## src/rtl/stage_sequencer.sv

```systemverilog
// Stage sequencer: 12-TP memory-cycle timing generator with a small stage FSM that
// issues ST1/ST2/DVST/RSTSTG commands and checks the stage-register feedback.
module stage_sequencer (
    input  logic SIM_CLK,
    input  logic SIM_RST,
    input  logic GOJAM,
    input  logic REQ_ST1,
    input  logic REQ_ST2,
    input  logic REQ_DV,
    input  logic INKL,
    input  logic ST0_n,
    input  logic ST1_n,
    input  logic ST3_n,
    output logic T01,
    output logic T03,
    output logic T12_n,
    output logic ST1,
    output logic ST2,
    output logic DVST,
    output logic RSTSTG,
    output logic STG_ERR
);

    typedef enum logic [2:0] {
        IDLE,
        SEQ1,
        DV0,
        DV1,
        DV2,
        DV3,
        SEQ2
    } state_t;

    logic [3:0] tpCount_q;
    logic [3:0] tpCount_d;
    state_t     state_q;
    state_t     state_d;
    state_t     pending_q;
    logic       st1_q;
    logic       st2_q;
    logic       dvst_q;
    logic       rststg_q;
    logic       stgErr_q;
    logic       mctEnd;
    logic       enterT03;
    logic       enterT12;
    logic       multiLow;
    logic       stageBad;

    assign tpCount_d = (tpCount_q == 4'd12) ? 4'd1 : tpCount_q + 4'd1;
    assign mctEnd    = (tpCount_q == 4'd12);

    // Anything "at Tn" is sampled on the edge that starts Tn, so the registered
    // command it produces is visible for the whole of Tn.
    assign enterT03  = (tpCount_d == 4'd3);
    assign enterT12  = (tpCount_d == 4'd12);

    assign multiLow  = (!ST0_n && !ST1_n) || (!ST0_n && !ST3_n) || (!ST1_n && !ST3_n);

    always_comb begin
        stageBad = 1'b0;
        case (state_q)
            IDLE, DV0: stageBad = ST0_n | multiLow;
            SEQ1, DV2: stageBad = ST1_n | multiLow;
            DV3:       stageBad = ST3_n | multiLow;
            default:   stageBad = 1'b0;
        endcase
    end

    always_comb begin
        state_d = IDLE;
        case (state_q)
            IDLE:    state_d = pending_q;
            DV0:     state_d = DV1;
            DV1:     state_d = DV2;
            DV2:     state_d = DV3;
            default: state_d = IDLE;
        endcase
    end

    // pending_q holds a request accepted at T12 until the MCT boundary; IDLE means none.
    always_ff @(posedge SIM_CLK or negedge SIM_RST) begin
        if (!SIM_RST) begin
            tpCount_q <= 4'd1;
            state_q   <= IDLE;
            pending_q <= IDLE;
            st1_q     <= 1'b0;
            st2_q     <= 1'b0;
            dvst_q    <= 1'b0;
            rststg_q  <= 1'b0;
            stgErr_q  <= 1'b0;
        end else if (GOJAM) begin
            tpCount_q <= 4'd1;
            state_q   <= IDLE;
            pending_q <= IDLE;
            st1_q     <= 1'b0;
            st2_q     <= 1'b0;
            dvst_q    <= 1'b0;
            rststg_q  <= 1'b1;
            stgErr_q  <= 1'b0;
        end else begin
            tpCount_q <= tpCount_d;
            st1_q     <= 1'b0;
            st2_q     <= 1'b0;
            dvst_q    <= 1'b0;
            rststg_q  <= 1'b0;

            if (mctEnd) begin
                state_q   <= state_d;
                pending_q <= IDLE;
                dvst_q    <= (state_d == DV0) || (state_d == DV1) ||
                             (state_d == DV2) || (state_d == DV3);
            end

            if (enterT12) begin
                case (state_q)
                    IDLE: begin
                        if (!INKL) begin
                            if (REQ_DV) begin
                                pending_q <= DV0;
                            end else if (REQ_ST1) begin
                                pending_q <= SEQ1;
                                st1_q     <= 1'b1;
                            end else if (REQ_ST2) begin
                                pending_q <= SEQ2;
                                st2_q     <= 1'b1;
                            end
                        end
                    end
                    SEQ1, SEQ2, DV3: rststg_q <= 1'b1;
                    DV1:             st1_q    <= 1'b1;
                    default:         ;
                endcase
            end

            if (enterT03 && stageBad) begin
                stgErr_q <= 1'b1;
            end
        end
    end

    assign T01     = (tpCount_q == 4'd1);
    assign T03     = (tpCount_q == 4'd3);
    assign T12_n   = (tpCount_q != 4'd12);
    assign ST1     = st1_q;
    assign ST2     = st2_q;
    assign DVST    = dvst_q;
    assign RSTSTG  = rststg_q;
    assign STG_ERR = stgErr_q;

endmodule

```

## config.mk

```make
export PLATFORM = sky130hd
export DESIGN_NAME = stage_sequencer
export DESIGN_NICKNAME = d
export VERILOG_FILES = /design/src/rtl/stage_sequencer.sv
export SDC_FILE = /design/constraint.sdc
export NUM_CORES = 1
export LEC_CHECK = 0
export ABC_AREA = 1
export BUFFER_PORTS_ARGS = -buffer_cell sky130_fd_sc_hd__buf_2
export CAP_MARGIN = 20
export CORE_ASPECT_RATIO = 0.75
export CORE_MARGIN = 2
export CORE_UTILIZATION = 55
export CTS_BUF_LIST = sky130_fd_sc_hd__clkbuf_8
export DETAILED_ROUTE_END_ITERATION = 10
export PLACE_DENSITY_LB_ADDON = 0.2
export SLEW_MARGIN = 15
export SYNTH_ARGS = -nofsm -noshare
export SYNTH_HDL_FRONTEND = slang
export SYNTH_SLANG_ARGS = --single-unit
```

## constraint.sdc

```tcl
create_clock -name SIM_CLK -period 2.1 [get_ports SIM_CLK]
set_clock_uncertainty 0.15 [all_clocks]
set_input_delay 0.105 -clock SIM_CLK [delete_from_list [all_inputs] [get_ports SIM_CLK]]
set_output_delay 0.105 -clock SIM_CLK [all_outputs]
set_load 0.02 [all_outputs]
```

After elaboration in Yosys (flattened, before gate mapping)
Index checks and enable logic that the tools add are counted.
Storage, ports and cells
  input bits: 10
  bits in registers: 15
  logic and storage cells: 80
  output and inout bits: 8
Cells by class
  equal/unequal tests: 16
  muxes and demuxes: 34
  reduce and logical (&&, ||, !) cells: 18
  bitwise gates (word level): 3
  add/subtract/negate cells: 1
Operators with widths (number)
  3-bit 2-to-1 mux: 10
  1-bit 2-to-1 mux: 19
  3-bit equality test (second input constant): 5
  3-bit by 2-bit equality test with 1-bit output (second input constant): 4
  3-bit case mux with 4 select lines: 1
  4-bit by 2-bit equality test with 1-bit output (second input constant): 2
  4-bit equality test (second input constant): 2
  4-bit 2-to-1 mux: 2
  1-bit logical OR: 5
  4-bit by 1-bit adder with 4-bit output (second input constant): 1
  4-bit by 1-bit equality test with 1-bit output (second input constant): 1
  1-bit logical AND: 4
  4-bit != test (second input constant): 1
  2-bit nonzero test: 2
  2-bit OR reduction: 2
  3-bit by 1-bit equality test with 1-bit output (second input constant): 1
  1-bit logical NOT: 3
  3-bit logical NOT: 1
  1-bit bitwise OR: 3
  1-bit case mux with 3 select lines: 1
  3-bit OR reduction: 1
  1-bit case mux with 2 select lines: 1

Longest topological paths before layout
  depth in word-level cells: 9
  mapped depth: 11
  gate-level depth less buffers: 11

Worst setup path before layout
OpenSTA, ideal clock, no wires.
  path type: register -> register
  start point: register tpCount_q[0]
  end point: register pending_q[0]
  cell stages (with the launch flop): 12
  setup time: 113 ps
  data arrival time: 1489 ps
  path buffers: 1
  path slack: 348 ps
  period minus slack after synthesis: 1752 ps
  data required time: 1837 ps
  path through: dfstp_2 inv_1 ha_1 nand3_2 buf_6 nand2_1 nor2_1 nand3_1 nand2_1 nand2_1 nand2_1 inv_1
Between the ends
  word-level cells in the longest chain between the ends: 9
  elaborated cells between the ends (all ways): 12
  classes of those cells: add/sub: 1; eq/ne: 2; mux: 9
RTL lines
  from (decl): RTL line 34  | logic [3:0] tpCount_q;
  from (signal assigned): RTL line 102  | tpCount_q <= tpCount_d;
  4-bit equality test: RTL line 50, 51
  3-bit 2-to-1 mux: RTL line 108  | if (mctEnd) begin
  3-bit 2-to-1 mux: RTL line 124  | end else if (REQ_ST2) begin
  3-bit 2-to-1 mux: RTL line 121  | end else if (REQ_ST1) begin
  3-bit 2-to-1 mux: RTL line 119  | if (REQ_DV) begin
  3-bit 2-to-1 mux: RTL line 118  | if (!INKL) begin
  3-bit 2-to-1 mux: RTL line 116  | case (state_q)
  3-bit 2-to-1 mux *: RTL line 115  | if (enterT12) begin
  3-bit 2-to-1 mux *: RTL line 92  | end else if (GOJAM) begin
  to (signal assigned): RTL line 95  | pending_q <= IDLE;
  to (signal assigned): RTL line 120  | pending_q <= DV0;
  to (signal assigned): RTL line 122  | pending_q <= SEQ1;
  to (decl): RTL line 38  | state_t pending_q;
Every way passes the cells marked *; elsewhere a longest branch is shown, timed or not.
A chain may end at the register's enable or synchronous reset.

Worst setup path after layout
  start point: register tpCount_q[0]
  end point: register pending_q[2]
The elaborated chain is that of the path after synthesis.

==> flow_summary.ini <==
[synthesis]
synth_fp_nets = 143
synthTopCellsByArea = dfrtp_1, nand2_1, inv_1, ha_1, nor2_1
syn_inst = 128
synth_top_cell_by_area = dfrtp_1
syn_area_um2 = 973.4
yosysSeqAreaShare = 0.3869
yosys_warnings = 0
netlist.area_leader.share = 0.3599
syn_area_per_cell_um2 = 7.605
synth_seq_cells = 15
yosys.cell_types.count = 29

[job]
cap_viol_max_count = 0

[power_and_ir_drop]
power.internal_mw = 0.4669
finalPower_mw = 0.6345
p_sw_frac = 0.2641
seqPwrFrac = 0.490
leakagePower_nw = 0.5960
vdd_drop_max_mv = 0.3655
switching_power_mw = 0.1676
clkPwrFrac = 0.347
p_comb_frac = 0.163
pwr_density_cell_nw_per_um2 = 554.2

[critical_path]
cp.required_ns = 2.09
r2r_slack_ns = 0.21
worstSetupPathType = register to register
start_kind = register
worstPathArrival_ns = 1.88
crit_path_max_fanout = 11
worstSetupEndpointType = register

[floorplan]
core_um2 = 1692
rows = 13
start_util = 0.5754
die_x_um = 52.58
pin_count = 18
die_y_um = 40.44
die-area_um2 = 2126

[cells_and_area]
finalNonFillerCells = 172
layout_common_cells = nand2_1, inv_1, buf_2
area_growth_pct = 17.61
layout_commonest_cell = nand2_1
antenna_cells = 0
n_fill_cell = 155
final_layout_size_suffix_gt1_frac = 0.2667
nets = 166
seq_area_um2 = 376.6
multi_input_area_um2 = 494.2
finish.utilization = 0.6768

[run_status]
status = finished clean

[drt]
drtPass1Iterations = 4
num_vias = 887
drtIter0Drc = 26
wl_per_cell_um = 11.58
ant_nets = 0
wl_mm = 1.991
drcViolationCount = 0
vias_per_cell = 5.157

[clock_network]
path_clk_slew_ns = 0.06
clock_latency_ns = 0.24
cts.sinks = 15
postCtsSetupRepairBufs = 0
htreeDepth = 1
clock-root-buffer = clkbuf_8
cts_buffers = 3
cts_tree = done
cts_buffer_depth = 2

[grt]
grt_overflow = 0
grt_pass1_vias = 750
grt_usage = 0.2114
grt_pass1_wl_mm = 3.118
antenna_found_initial = 0
grt_max_degree = 16

[timing]
relSlewSlack = 0.7645
period_minus_slack_ns = 1.887
fmax_ghz = 0.5299
totalNegativeSetupSlack_ns = 0
report.final.slew_viol_count = 0
fin_crit_sh = 0.8987
final-setup-viol-count = 0
rsz0062_at_grt = no
fin_hold_ws_ns = 0.009683
tightest_slew_ns = 0.3505
hold_viol = 0

[placement]
dp_cells = 165
gp_congestion = 0.7689
port_buffers = 17
detailed_place_hpwl_mm = 1.603

[hold_path]
hold_class = input port to register
## final timing paths
| check | start | to | cells after the start |
|---|---|---|---|
| setup / recovery | tpCount_q[0]$_DFF_PN1_ | pending_q[2]$_DFF_PN0_ | 10 |
| hold / removal | INKL | ST2$_DFF_PN0_ | 4 |
| setup reg to reg | tpCount_q[0]$_DFF_PN1_ | pending_q[2]$_DFF_PN0_ | 10 |
| hold reg to reg | tpCount_q[0]$_DFF_PN1_ | tpCount_q[0]$_DFF_PN1_ | 1 |
| max in group asynchronous | SIM_RST | tpCount_q[0]$_DFF_PN1_ | 2 |
| min in group asynchronous | SIM_RST | tpCount_q[1]$_DFF_PN0_ | 2 |
## timing repair
action,CTS,global route
resized for setup,0,0
endpoints found under the setup margin,0,0
hold endpoints to repair,21,0
hold buffers,3,0
## power groups by stage
stage	logic, mW	clock network (mW)	registers, mW
4_1_cts	0.105	0.230	0.311
5_1_grt	0.119	0.243	0.312
2_1_floorplan	0.0605	0	0.316
3_5_place_dp	0.100	0	0.316
3_3_place_gp	0.0974	0	0.315
6_report	0.104	0.220	0.311
## cells by family (layout without fill, tap and decap cells)
| family | Yosys count | count (layout) | synth area share |
|---|---|---|---|
| DFF | 15 | 15 | 0.3869 |
| buffers and inverters | 25 | 47 | 0.1054 |
| AOI/OAI and AO/OA | 16 | 16 | 0.1105 |
| adders and majority gates | 5 | 5 | 0.06427 |
| and+or+nand+nor | 67 | 67 | 0.3329 |
## worst max-delay path, cell delays in order (launching register included)
cell and delay [ns]:
dfstp_2 0.59, inv_1 0.07, ha_1 0.21, nand3_2 0.21
nand2_1 0.08, nor2_1 0.14, nand3_1 0.09, nand2_1 0.09
nand2_1 0.06, nand2_1 0.05, inv_1 0.03
## area by class of cell
cell class              instances  share of cell area
clock buffers                   3             0.03607
multi-input cells              88              0.4317
repair buffers                 20              0.1005
inverters                      23             0.07541
flip-flops and latches         15              0.3290
clock inverters                 1            0.003279
well taps                      22             0.02404
## cell usage after synthesis
cell	instances
nand2_1	31
inv_1	17
dfrtp_1	14
nor2_1	13
nand3_1	8
ha_1	5
inv_2	5
nand3_2	4
nor2_2	3
o21ai_1	3
o22ai_1	3
a21oi_1	2
a21oi_2	2
nand2_2	2
o211ai_1	2
a211oi_2	1
a31oi_1	1
buf_2	1
buf_6	1
clkinv_1	1
dfstp_2	1
nand3b_1	1
nand4_1	1
nor2_4	1
nor3_1	1
nor3_2	1
nor3b_1	1
o21ai_0	1
o31ai_1	1
## registers in the layout, summed over array words and instances, names as in the netlist
name and count:
STG_ERR 1, ST1 1, ST2 1, RSTSTG 1, DVST 1, tpCount_q 4, state_q 3, pending_q 3
## layer usage
metal | vias up | GRT usage | part of all wire
li1 | 449 | - | -
met1 | 409 | 0.2629 | 0.47
met2 | 27 | 0.3563 | 0.46
met3 | 2 | 0.07836 | 0.063
met4 | 0 | 0.04487 | 0.0030
met5 | - | 0 | 0
## through the flow
| step | instance area, um2 | worst slack (ns) |
|---|---|---|
| 4_1_cts | 1145 | 0.2175 |
| 3_3_place_gp | 1070 | 0.2891 |
| 2_1_floorplan | 973.4 | 0.3478 |
| 5_1_grt | 1145 | 0.03000 |
| 6_report | 1145 | 0.2128 |
| 3_5_place_dp | 1070 | 0.2257 |
Note: power is estimated with default switching activity, not from simulation.
